File: src/rtl/axil_gpio_master.sv
// AXI4-Lite initiator for the PL GPIO register slave (9-bit address, 32-bit data).
// Turns single-beat fabric read/write commands into AXI4-Lite transactions, one at a time.
//
// Ports:
//   clk100, rst          - clock (rising edge) and synchronous active-high reset
//   cmd_*                - command request: valid/ready, write flag, address, data, strobes
//   rsp_*                - response: valid/ready, read data (0 for writes), BRESP/RRESP
//   busy_o               - high whenever a command is in flight or its response is pending
//   timeout_o            - sticky watchdog flag, cleared by the next command accept or rst
//   m_axi_aw*/w*/b*      - AXI4-Lite write address, write data and write response channels
//   m_axi_ar*/r*         - AXI4-Lite read address and read data channels
//
// TIMEOUT_CYCLES: cycles spent waiting on AXI before timeout_o sets; 0 disables the watchdog.
// All outputs come straight from registers.
module axil_gpio_master #(
    parameter int unsigned TIMEOUT_CYCLES = 1024
) (
    input  logic        clk100,
    input  logic        rst,
    input  logic        cmd_valid,
    output logic        cmd_ready,
    input  logic        cmd_write,
    input  logic [8:0]  cmd_addr,
    input  logic [31:0] cmd_wdata,
    input  logic [3:0]  cmd_wstrb,
    output logic        rsp_valid,
    input  logic        rsp_ready,
    output logic [31:0] rsp_rdata,
    output logic [1:0]  rsp_resp,
    output logic        busy_o,
    output logic        timeout_o,
    output logic [8:0]  m_axi_awaddr,
    output logic [2:0]  m_axi_awprot,
    output logic        m_axi_awvalid,
    input  logic        m_axi_awready,
    output logic [31:0] m_axi_wdata,
    output logic [3:0]  m_axi_wstrb,
    output logic        m_axi_wvalid,
    input  logic        m_axi_wready,
    input  logic [1:0]  m_axi_bresp,
    input  logic        m_axi_bvalid,
    output logic        m_axi_bready,
    output logic [8:0]  m_axi_araddr,
    output logic [2:0]  m_axi_arprot,
    output logic        m_axi_arvalid,
    input  logic        m_axi_arready,
    input  logic [31:0] m_axi_rdata,
    input  logic [1:0]  m_axi_rresp,
    input  logic        m_axi_rvalid,
    output logic        m_axi_rready
);

    typedef enum logic [2:0] {
        StIdle,
        StWrReq,
        StWrResp,
        StRdReq,
        StRdData,
        StRsp
    } state_e;

    localparam logic [31:0] TimeoutLimit = 32'(TIMEOUT_CYCLES);
    localparam bit          WdEnable     = (TIMEOUT_CYCLES != 0);

    state_e      state_q, state_d;
    logic [8:0]  addr_q, addr_d;
    logic [31:0] wdata_q, wdata_d;
    logic [3:0]  wstrb_q, wstrb_d;
    logic        cmd_ready_q, cmd_ready_d;
    logic        busy_q, busy_d;
    logic        awvalid_q, awvalid_d;
    logic        wvalid_q, wvalid_d;
    logic        bready_q, bready_d;
    logic        arvalid_q, arvalid_d;
    logic        rready_q, rready_d;
    logic        rsp_valid_q, rsp_valid_d;
    logic [31:0] rdata_q, rdata_d;
    logic [1:0]  resp_q, resp_d;
    logic [31:0] wd_cnt_q, wd_cnt_d;
    logic        timeout_q, timeout_d;

    logic cmd_accept;
    logic aw_done;
    logic w_done;
    logic wait_state;

    always_comb begin
        state_d     = state_q;
        addr_d      = addr_q;
        wdata_d     = wdata_q;
        wstrb_d     = wstrb_q;
        cmd_ready_d = cmd_ready_q;
        busy_d      = busy_q;
        awvalid_d   = awvalid_q;
        wvalid_d    = wvalid_q;
        bready_d    = bready_q;
        arvalid_d   = arvalid_q;
        rready_d    = rready_q;
        rsp_valid_d = rsp_valid_q;
        rdata_d     = rdata_q;
        resp_d      = resp_q;
        wd_cnt_d    = wd_cnt_q;
        timeout_d   = timeout_q;

        cmd_accept = cmd_valid && cmd_ready_q;
        // A channel counts as done once its valid has dropped or it handshakes this cycle.
        aw_done    = !awvalid_q || m_axi_awready;
        w_done     = !wvalid_q || m_axi_wready;
        wait_state = (state_q == StWrReq) || (state_q == StWrResp) ||
                     (state_q == StRdReq) || (state_q == StRdData);

        unique case (state_q)
            StIdle: begin
                if (cmd_accept) begin
                    addr_d      = cmd_addr;
                    wdata_d     = cmd_wdata;
                    wstrb_d     = cmd_wstrb;
                    cmd_ready_d = 1'b0;
                    busy_d      = 1'b1;
                    if (cmd_write) begin
                        state_d   = StWrReq;
                        awvalid_d = 1'b1;
                        wvalid_d  = 1'b1;
                    end else begin
                        state_d   = StRdReq;
                        arvalid_d = 1'b1;
                    end
                end
            end
            StWrReq: begin
                if (awvalid_q && m_axi_awready) begin
                    awvalid_d = 1'b0;
                end
                if (wvalid_q && m_axi_wready) begin
                    wvalid_d = 1'b0;
                end
                if (aw_done && w_done) begin
                    state_d  = StWrResp;
                    bready_d = 1'b1;
                end
            end
            StWrResp: begin
                if (m_axi_bvalid) begin
                    state_d     = StRsp;
                    bready_d    = 1'b0;
                    rsp_valid_d = 1'b1;
                    rdata_d     = 32'h0;
                    resp_d      = m_axi_bresp;
                end
            end
            StRdReq: begin
                if (m_axi_arready) begin
                    state_d   = StRdData;
                    arvalid_d = 1'b0;
                    rready_d  = 1'b1;
                end
            end
            StRdData: begin
                if (m_axi_rvalid) begin
                    state_d     = StRsp;
                    rready_d    = 1'b0;
                    rsp_valid_d = 1'b1;
                    rdata_d     = m_axi_rdata;
                    resp_d      = m_axi_rresp;
                end
            end
            StRsp: begin
                if (rsp_ready) begin
                    state_d     = StIdle;
                    rsp_valid_d = 1'b0;
                    cmd_ready_d = 1'b1;
                    busy_d      = 1'b0;
                end
            end
            default: begin
                state_d = StIdle;
            end
        endcase

        // Watchdog only flags a stalled slave; the transaction itself keeps waiting.
        if (cmd_accept) begin
            wd_cnt_d  = 32'h0;
            timeout_d = 1'b0;
        end else if (WdEnable && wait_state && (wd_cnt_q != TimeoutLimit)) begin
            wd_cnt_d = wd_cnt_q + 32'd1;
            if ((wd_cnt_q + 32'd1) == TimeoutLimit) begin
                timeout_d = 1'b1;
            end
        end
    end

    always_ff @(posedge clk100) begin
        if (rst) begin
            state_q     <= StIdle;
            addr_q      <= 9'h0;
            wdata_q     <= 32'h0;
            wstrb_q     <= 4'h0;
            cmd_ready_q <= 1'b1;
            busy_q      <= 1'b0;
            awvalid_q   <= 1'b0;
            wvalid_q    <= 1'b0;
            bready_q    <= 1'b0;
            arvalid_q   <= 1'b0;
            rready_q    <= 1'b0;
            rsp_valid_q <= 1'b0;
            rdata_q     <= 32'h0;
            resp_q      <= 2'b00;
            wd_cnt_q    <= 32'h0;
            timeout_q   <= 1'b0;
        end else begin
            state_q     <= state_d;
            addr_q      <= addr_d;
            wdata_q     <= wdata_d;
            wstrb_q     <= wstrb_d;
            cmd_ready_q <= cmd_ready_d;
            busy_q      <= busy_d;
            awvalid_q   <= awvalid_d;
            wvalid_q    <= wvalid_d;
            bready_q    <= bready_d;
            arvalid_q   <= arvalid_d;
            rready_q    <= rready_d;
            rsp_valid_q <= rsp_valid_d;
            rdata_q     <= rdata_d;
            resp_q      <= resp_d;
            wd_cnt_q    <= wd_cnt_d;
            timeout_q   <= timeout_d;
        end
    end

    assign cmd_ready     = cmd_ready_q;
    assign busy_o        = busy_q;
    assign timeout_o     = timeout_q;
    assign rsp_valid     = rsp_valid_q;
    assign rsp_rdata     = rdata_q;
    assign rsp_resp      = resp_q;
    assign m_axi_awaddr  = addr_q;
    assign m_axi_awprot  = 3'b000;
    assign m_axi_awvalid = awvalid_q;
    assign m_axi_wdata   = wdata_q;
    assign m_axi_wstrb   = wstrb_q;
    assign m_axi_wvalid  = wvalid_q;
    assign m_axi_bready  = bready_q;
    assign m_axi_araddr  = addr_q;
    assign m_axi_arprot  = 3'b000;
    assign m_axi_arvalid = arvalid_q;
    assign m_axi_rready  = rready_q;

endmodule

File: config.mk
export PLATFORM = sky130hd
export DESIGN_NAME = axil_gpio_master
export DESIGN_NICKNAME = d
export VERILOG_FILES = /design/src/rtl/axil_gpio_master.sv
export SDC_FILE = /design/constraint.sdc
export NUM_CORES = 1
export LEC_CHECK = 0
export CAP_MARGIN = 20
export CORE_ASPECT_RATIO = 1.2
export CORE_MARGIN = 8
export CORE_UTILIZATION = 30
export CTS_BUF_LIST = sky130_fd_sc_hd__clkbuf_8
export CTS_CLUSTER_DIAMETER = 30
export DETAILED_ROUTE_END_ITERATION = 16
export GPL_ROUTABILITY_DRIVEN = 1
export PLACE_DENSITY = 0.54
export SYNTH_ARGS = -nofsm -noshare
export SYNTH_HDL_FRONTEND = slang
export SYNTH_SLANG_ARGS = --single-unit
File: constraint.sdc
create_clock -name clk100 -period 7.3 [get_ports clk100]
set_clock_uncertainty 0.15 [all_clocks]
set_input_delay 1.095 -clock clk100 [delete_from_list [all_inputs] [get_ports clk100]]
set_output_delay 1.095 -clock clk100 [all_outputs]
set_load 0.01 [all_outputs]
# After elaboration in Yosys (flattened, before gate mapping)
# Index checks and enable logic that the tools add are counted.
# totals
register_bits	123
input_bits	91
output_inout_bits	103
elab_cells	105
# classes
add_sub_neg	1
n_eq_ne	17
mux	39
n_reduce_logical	32
# op_table
operator	n
32-bit two-way mux	2
32-bit case mux with 2 select lines	1
32-bit by 1-bit adder with 32-bit output, second input constant	1
32-bit by 11-bit equality test with 1-bit output, second input constant	1
32-bit by 11-bit inequality test with 1-bit output, second input constant	1
3-bit two-way mux	6
3-bit case mux with 6 select lines	1
1-bit two-way mux	17
4-bit AND reduction	4
2-bit inequality test, second input constant	7
1-bit case mux with 2 select lines	7
3-bit AND reduction	4
2-bit nonzero test	6
3-bit by 2-bit equality test with 1-bit output, second input constant	2
3-bit equality test, second input constant	2
2-bit two-way mux	3
2-bit by 1-bit inequality test with 1-bit output, second input constant	3
6-bit AND reduction	1
1-bit logical AND	5
1-bit logical OR	5
2-bit case mux with 2 select lines	1
2-bit AND reduction	2
3-bit by 1-bit equality test with 1-bit output, second input constant	1
3-bit logical NOT	1
4 further kinds	5

# Logic depth before layout (Yosys ltp)
# Gate-level depths: netlist of run 1.
# depth
ltp_word	6
ltp_mapped	9
ltp_nobuf	9

# Worst setup path before layout of run 1
# No wires, ideal clock.
# synth_timing
kind	input port to flip-flop
start	input cmd_valid
end	register addr_q[0], in the netlist m_axi_araddr[0]
setup_ps	70
arrival_ps	2153
t_required_ps	7080
path_slack_ps	4927
path_stages	6
path_buffers	2
cell_sequence	nand2_1 > nor4_1 > clkbuf_1 > clkbuf_1 > nand2_1 > a21oi_1
# synth_between
elab_chain_len	2
# synth_lines
item	line_no	text
start, declared	20	input logic cmd_valid,
1-bit logical AND	105	cmd_accept = cmd_valid && cmd_ready_q;
2-bit AND reduction (no line)	--	
end signal, assigned	212	addr_q <= addr_d;
end, declared	66	logic [8:0] addr_q, addr_d;
# No other way between the ends.
# A chain may end at the register's enable or synchronous reset.

# Worst setup path in the final report of run 1
# layout_timing
start	register wd_cnt_q[0]
end	register wd_cnt_q[8]
# layout_between
elab_chain_len	2
word_cells_on_any_way	3
classes_between	add/sub (1); eq/ne (1); reduce/logical (1)
# layout_lines
item	line_no	text
start, declared	79	logic [31:0] wd_cnt_q, wd_cnt_d;
start signal, assigned	225	wd_cnt_q <= wd_cnt_d;
parallel branches: the longest is 2 deep, another holds 32-bit by 1-bit adder with 32-bit output	--	
# Several ways; the timed one is not identified.

==> flow_summary.yaml, run 1 <==
clock_network:
  clk_latency_ns: 0.43
  cts_setup_buffers: 0
  h-tree-depth: 4
  cts_resized: 0
  cts_buffer_depth: 2
  cts_buffers: 17
  clk_pin_slew_ns: 0.08
  cts_hold_buf: 0
  cts_tree: "yes"
  cts.sinks: 123
  cts_root_buf: "clkbuf_8"
setup_path:
  r2r_cells: 9
  crit_start: "wd_cnt_q[0]"
  worstPathMaxFanout: 24
  worstSetupPathDepth: 9
  r2r-start: "wd_cnt_q[0]"
  max_stage_delay_ns: 0.78
  worst-path-buf-inv: 1
  cp_cell_sequence: "inv_1 > ha_1 > nor4b_1 > nand4_1 > o31a_1 > nand2_1 > or3_1 > xor2_1 > nor2_1"
  cp.required_ns: 7.45
  worst_path_dominant_cell_family: "simple AND/OR/NAND/NOR gates"
  worstPathArrival_ns: 3.09
  worstSetupPathType: "reg -> reg"
  slowest_stage: "o31a_1"
  start_kind: "flop"
  end_kind: "flop"
layout:
  fin_cells: 1087
  num_antenna_cells: 0
  syn_to_final_growth_pct: 41.7
  drive_above_1_share: 0.0603
  n_fill_cell: 1852
  fin_util: 0.432
  layout.nets: 944
timing:
  post-route-period-util: 0.402
  rsz0062_at_grt: "no"
  fmax_ghz: 0.340
  period_needed_ns: 2.94
  finalHoldWorstSlack_ns: 0.301
  setup_tns_ns: 0
  tightest_slew_ns: 0.923
  slew-limit-headroom: 0.384
  final-setup-viol-count: 0
  maxSlewViolCount: 0
  hold_violations: 0
logic_synthesis:
  syn_area_um2: 5540
  ys.flop_type: "dfxtp_1"
  syn_inst: 704
  ys_warn_count: 0
  async_reset_ff_frac: 0
  synth.ff_latch_count: 123
  avgSynthCellArea_um2: 7.87
  synth_edf_count: 0
  synth_seq_area_share: 0.445
  yosysUniqueCellTypes: 52
global_route:
  grt_max_degree: 48
  groute.usage.overall: 0.147
  antenna_found_initial: 0
  grt_pass1_vias: 4978
  grt-ovfl-total: 0
  grt_pass1_wl_mm: 26.9
power_and_ir_drop:
  power_density_nw_per_um2: 279
  p_leak_nw: 2.69
  finalPower_mw: 2.19
  ir_drop_v: 0.000121
place:
  io_buffers: 187
  dp.cells: 1055
  dp_hpwl_mm: 12.2
  gp_congestion: 0.768
route:
  routedWlPerCell_um: 15.8
  route.met3.wl_mm: 1.41
  dr_wl_met2_mm: 8.50
  drt-initial-drc-count: 319
  routed_wl_mm: 17.2
  dr.pass1.iters: 4
  wl_met1_mm: 7.15
  vias: 5125
  top_layer: "met4"
  antenna_left: 0
  detail_route.vias_per_cell: 4.71
  drc: 0
floorplanning:
  die_y_um: 165
  die_area_um2: 23100
  io-pin-count: 194
  core_um2: 18200
  initial_core_util: 0.305
  std_cell_rows: 54
  die_width_um: 140
job:
  maxCapViolCount: 0
worst_hold_path:
  hold_depth: 2
  holdCritStartpoint: "rsp_rdata[5]"
  hp-class: "reg -> reg"
outcome:
  status: "completed"
==> flip-flops by register name, indices dropped and copies added (netlist names) <==
name	cells
m_axi_araddr	9
timeout_o	1
cmd_ready	1
m_axi_wdata	32
wd_cnt_q	32
rsp_valid	1
busy_o	1
rsp_rdata	32
rsp_resp	2
m_axi_arvalid	1
m_axi_bready	1
m_axi_wvalid	1
state_q	3
m_axi_awvalid	1
m_axi_rready	1
m_axi_wstrb	4
==> where the power goes <==
part,internal (mW),switching (mW)
clock,0.357,0.290
sequential,0.756,0.0718
combinational,0.303,0.409
total,1.42,0.770
==> routing by layer <==
metal  GRT usage  vias to the layer above
li1            -                     2626
met1       0.164                     2369
met2       0.247                      121
met3      0.0680                        9
met4      0.0460                        0
met5           0                        -
==> metrics by stage <==
| step | instance area [um^2] | setup WS [ns] |
|---|---|---|
| final | 7850 | 4.36 |
| after global routing | 7850 | 4.07 |
| after CTS | 7850 | 4.32 |
| after detailed placement | 7420 | 4.22 |
| after global placement | 7420 | 4.26 |
| after floorplan | 5560 | 4.93 |
==> final timing paths <==
| kind | end | slack [ns] |
|---|---|---|
| hold / removal | rsp_rdata[5] | 0.30 |
| setup / recovery | wd_cnt_q[8] | 4.36 |
| setup reg to reg | wd_cnt_q[8] | 4.36 |
| hold reg to reg | rsp_rdata[5] | 0.30 |
==> area by class of cell <==
cell class | count | area (um^2) | share of cell area
Multi-Input combinational cell | 505 | 2730 | 0.347
Sequential cell | 123 | 2460 | 0.314
Timing Repair Buffer | 193 | 1910 | 0.244
Tap cell | 224 | 280 | 0.0357
Clock buffer | 19 | 262 | 0.0333
Clock inverter | 13 | 168 | 0.0214
Inverter | 10 | 37.5 | 0.00478
==> cells in the final DEF, fill, tap and decap left out, types with 4 or more instances in the layout <==
master	instances
nand4_1	8
dfxtp_1	123
nor3_1	9
nand2_1	157
mux2i_1	7
nor4_1	9
clkdlybuf4s50_1	186
clkbuf_8	19
a211oi_1	8
inv_1	10
conb_1	6
and4_1	5
or3_1	4
and3_1	4
xnor2_1	19
clkinvlp_4	5
nand3_1	43
nor2b_1	4
xor2_1	26
nand2b_1	5
nor2_1	55
buf_4	6
a21oi_1	86
and2_1	6
==> synthesized netlist by cell type (all sizes together), types with 4 or more instances <==
cell type	count	area [um^2]
inv	10	37.5
xor2	26	228
nor4	11	75.1
nor3	10	55.1
a211oi	8	60.1
or3	4	25.0
nand3	43	215
buf	24	164
nor2	57	214
and4	5	43.8
a21oi	86	430
nor2b	4	25.0
mux2i	7	70.1
nand2	157	589
nand2b	5	31.3
nand4	11	87.6
xnor2	19	166
clkbuf	47	178
dfxtp	123	2460
and3	4	25.0
and2	6	37.5
==> tightest hold or removal path, stage by stage (launching register included) <==
cell and delay, ns:
dfxtp_1 0.31, nand2_1 0.05, a21oi_1 0.05
==> logic make-up (layout without fill, tap and decap cells) <==
kind of cell,Yosys count,in the layout,share of synthesized area
compound gates,117,117,0.122
xor+xnor,45,45,0.0712
fa+ha+maj,3,3,0.00678
buf+inv,81,235,0.0685
flops,123,123,0.445
mux,8,8,0.0147
other cells,1,6,0.000677
simple gates,326,326,0.272
Note: power is estimated with default switching activity, not from simulation.
==> inputs of run 2 (changes only) <==
Settings changed: PLACE_DENSITY 0.54 to 0.56.
Clock period 7.3 ns to 2.6 ns, I/O delays scaled along.
==> flow_summary.yaml, run 2 (same netlist as run 1, synthesis figures left out) <==
outcome:
  status: "completed"
global_route:
  grt_pass1_wl_mm: 27.3
  grt-ovfl-total: 0
  groute.usage.overall: 0.148
  grt_max_degree: 91
  antenna_found_initial: 1
  grt_pass1_vias: 5089
layout:
  drive_above_1_share: 0.0827
  fin_cells: 1108
  final_common_cell: "clkdlybuf4s50_1"
  design_area_um2: 8050
  syn_to_final_growth_pct: 45.3
  mostFrequentLayoutCells: "clkdlybuf4s50_1, nand2_1, dfxtp_1, a21oi_1, nor2_1"
  layout.nets: 964
setup_path:
  end_kind: "flop"
  reg2reg_slack_ns: 0.18
  worstPathMaxFanout: 6
  cp.required_ns: 2.81
  worstSetupPathType: "reg -> reg"
  start_kind: "flop"
  worstPathArrival_ns: 2.63
route:
  wl_met1_mm: 7.11
  dr.pass1.iters: 4
  drc: 0
  vias: 5219
  antenna_left: 0
  top_layer: "met4"
  routedWlPerCell_um: 15.7
  routed_wl_mm: 17.4
  dr_wl_met2_mm: 8.89
  detail_route.vias_per_cell: 4.71
  route.met3.wl_mm: 1.19
  drt-initial-drc-count: 325
power_and_ir_drop:
  ir_drop_v: 0.000396
  p_leak_nw: 2.84
  power_density_nw_per_um2: 784
timing:
  setup_tns_ns: 0
  tightest_slew_ns: 1.01
  final-setup-viol-count: 0
  post-route-period-util: 0.932
  finalHoldWorstSlack_ns: 0.304
  maxSlewViolCount: 0
  rsz0062_at_grt: "no"
  period_needed_ns: 2.42
  slew-limit-headroom: 0.324
  fmax_ghz: 0.413
  hold_violations: 0
place:
  dp_hpwl_mm: 12.5
  placed_cell_area_um2: 7590
  dp.cells: 1073
  gp_congestion: 0.827
  io_buffers: 187
clock_network:
  cts.sinks: 123
  cts_buffers: 17
  h-tree-depth: 4
  clk_pin_slew_ns: 0.08
  cts_root_buf: "clkbuf_8"
  clk_latency_ns: 0.43
  cts_buffer_depth: 2
  cts_tree: "yes"
floorplanning:
  core_um2: 18200
  die_y_um: 165
  die_area_um2: 23100
  std_cell_rows: 54
  io-pin-count: 194
  die_width_um: 140
  initial_core_util: 0.305
worst_hold_path:
  hp-class: "reg -> reg"
job:
  maxCapViolCount: 0
==> run 2: cell types whose count changed in the layout (fill, tap and decap cells not counted), sizes merged <==
| cell | delta |
|---|---|
| buf | +20 |
| inv | +6 |
| clkinvlp | -3 |
| clkbuf | -2 |
| clkinv | -1 |
| diode | +1 |
==> run 2: through the flow <==
stage                     worst slack [ns]  total power, mW   util
after floorplan                      0.249             3.48      -
after global placement               0.186             4.57  0.418
after detailed placement             0.131             4.57  0.418
after CTS                            0.110             6.44  0.441
after global routing               0.00477             6.74  0.443
final                                0.177             6.31  0.443
==> run 2: where the power goes <==
group	leakage [nW]	internal (mW)	switching, mW
clock	0.210	0.967	0.852
combinational	1.63	1.00	1.21
sequential	0.998	2.12	0.162
==> run 2: routing by layer <==
| metal | global-route usage | up-vias |
|---|---|---|
| li1 | - | 2671 |
| met1 | 0.167 | 2420 |
| met2 | 0.251 | 115 |
| met3 | 0.0619 | 13 |
| met4 | 0.0460 | 0 |
| met5 | 0 | - |
==> run 2: worst paths after layout <==
path	start	endpoint	cells after the start
max reg2reg	wd_cnt_q[10]	timeout_o	7
max	wd_cnt_q[10]	timeout_o	7
min	rsp_rdata[6]	rsp_rdata[6]	2
min reg2reg	rsp_rdata[6]	rsp_rdata[6]	2
==> run 2: cell type report <==
class / count / area [um^2]
clock buffer: 17 / 234
inverter: 10 / 37.5
tap: 224 / 280
fill: 1829 / 10100
multi-input combinational: 505 / 2750
timing repair buffer: 213 / 2100
sequential: 123 / 2460
clock inverter: 15 / 188
antenna: 1 / 2.50
==> run 2: critical path, stage by stage, from the launching register on <==
cell and delay (ns):
dfxtp_1 0.45, nand4_2 0.18, or3_1 0.54, nor3b_4 0.23, nand4_2 0.14, xnor2_1 0.14
or3_1 0.38, o22ai_1 0.13
==> run 2: timing repair <==
action,in CTS,in global routing
gates resized for setup,0,3
setup endpoints to repair,0,1
buffers inserted,0,2
hold buffers,0,0
==> inputs of run 3 (changes only) <==
==> constraint.sdc (replaced) <==
create_clock -name clk100 -period 2.6 [get_ports clk100]
set_clock_uncertainty 0.15 [all_clocks]
set_input_delay 0.26 -clock clk100 [delete_from_list [all_inputs] [get_ports clk100]]
set_output_delay 0.26 -clock clk100 [all_outputs]
set_load 0.01 [all_outputs]
==> flow_summary.yaml, run 3 (same netlist as run 1, synthesis figures left out) <==
outcome:
  status: "completed"
layout:
  final_common_cell: "clkdlybuf4s50_1"
  syn_to_final_growth_pct: 45.0
  layout.nets: 963
  fin_cells: 1106
  fin_util: 0.442
  mostFrequentLayoutCells: "clkdlybuf4s50_1, nand2_1, dfxtp_1, a21oi_1, nor2_1"
  design_area_um2: 8030
  drive_above_1_share: 0.0806
timing:
  post-route-period-util: 0.938
  tightest_slew_ns: 1.04
  rsz0062_at_grt: "no"
  slew-limit-headroom: 0.308
  hold_violations: 0
  final-setup-viol-count: 0
  fmax_ghz: 0.410
  setup_slack_ns: 0.162
  setup_tns_ns: 0
  maxSlewViolCount: 0
  finalHoldWorstSlack_ns: 0.212
  period_needed_ns: 2.44
global_route:
  grt-ovfl-total: 0
  grt_max_degree: 91
  antenna_found_initial: 1
  grt_pass1_vias: 5081
  groute.usage.overall: 0.148
  grt_pass1_wl_mm: 27.3
setup_path:
  slowest_stage: "or3_1"
  cp_cell_sequence: "nand4_2 > or3_1 > nor3b_4 > nand4_2 > xnor2_1 > or3_1 > o22ai_1"
  start_kind: "flop"
  reg2reg_slack_ns: 0.16
  worstSetupPathType: "reg -> reg"
  worst-path-buf-inv: 0
  worstSetupPathDepth: 7
  max_stage_delay_ns: 0.55
  crit_end: "timeout_o"
  r2r_cells: 7
  cp.required_ns: 2.80
  crit_start: "wd_cnt_q[10]"
  r2r-end: "timeout_o"
  end_kind: "flop"
  worstPathArrival_ns: 2.64
  worst_path_dominant_cell_family: "simple AND/OR/NAND/NOR gates"
  worstPathMaxFanout: 6
  r2r-start: "wd_cnt_q[10]"
power_and_ir_drop:
  p_leak_nw: 2.82
  finalPower_mw: 6.31
  ir_drop_v: 0.000370
  power_density_nw_per_um2: 786
floorplanning:
  io-pin-count: 194
  die_area_um2: 23100
  die_y_um: 165
  core_um2: 18200
  std_cell_rows: 54
  die_width_um: 140
  initial_core_util: 0.305
clock_network:
  cts_buffers: 17
  clk_pin_slew_ns: 0.09
  cts_buffer_depth: 2
  cts.sinks: 123
  h-tree-depth: 4
  cts_root_buf: "clkbuf_8"
  clk_latency_ns: 0.42
  cts_hold_buf: 0
  cts_tree: "yes"
route:
  dr.pass1.iters: 4
  routed_wl_mm: 17.4
  vias: 5227
  drt-initial-drc-count: 347
  detail_route.vias_per_cell: 4.73
  routedWlPerCell_um: 15.7
  drc: 0
  antenna_left: 0
place:
  dp.cells: 1073
  placed_cell_area_um2: 7590
  dp_hpwl_mm: 12.6
  io_buffers: 187
  gp_congestion: 0.832
  place_ws_ns: 0.140
worst_hold_path:
  hp-class: "in -> reg"
  hold_depth: 3
  holdCritStartpoint: "cmd_wdata[11]"
job:
  maxCapViolCount: 0
run 3: final cells by class:
cell class | count | area [um^2]
Inverter | 10 | 37.5
Multi-Input combinational cell | 505 | 2740
Fill cell | 1852 | 10100
Sequential cell | 123 | 2460
Clock inverter | 14 | 183
Clock buffer | 17 | 234
Timing Repair Buffer | 212 | 2090
Tap cell | 224 | 280
Antenna cell | 1 | 2.50
run 3: routing by layer:
| layer | vias to the layer above | part of all wire | track usage |
|---|---|---|---|
| li1 | 2668 | - | - |
| met1 | 2409 | 0.40 | 0.162 |
| met2 | 140 | 0.51 | 0.256 |
| met3 | 10 | 0.080 | 0.0671 |
| met4 | 0 | 0.011 | 0.0435 |
| met5 | - | 0 | 0 |
run 3: worst min-delay path by stage:
stage / endpoint
after global routing: m_axi_wdata[31]
final: m_axi_wdata[11]
after CTS: m_axi_wdata[12]
after floorplan: m_axi_awvalid
after global placement: rsp_rdata[28]
after detailed placement: rsp_rdata[6]
run 3: timing repair:
item                       CTS  global route
setup endpoints to repair    0             1
gates resized for setup      0             2
buffers inserted             0             1
run 3: tightest hold or removal path: stages:
cell	delay (ns)
clkdlybuf4s50_1	0.40
nand2_1	0.05
a21oi_1	0.05
run 3: power breakdown:
group | total (mW) | internal (mW) | leakage [nW] | switching (mW)
Clock | 1.82 | 0.966 | 0.201 | 0.851
Combinational | 2.20 | 1.00 | 1.62 | 1.20
Sequential | 2.29 | 2.12 | 0.998 | 0.164
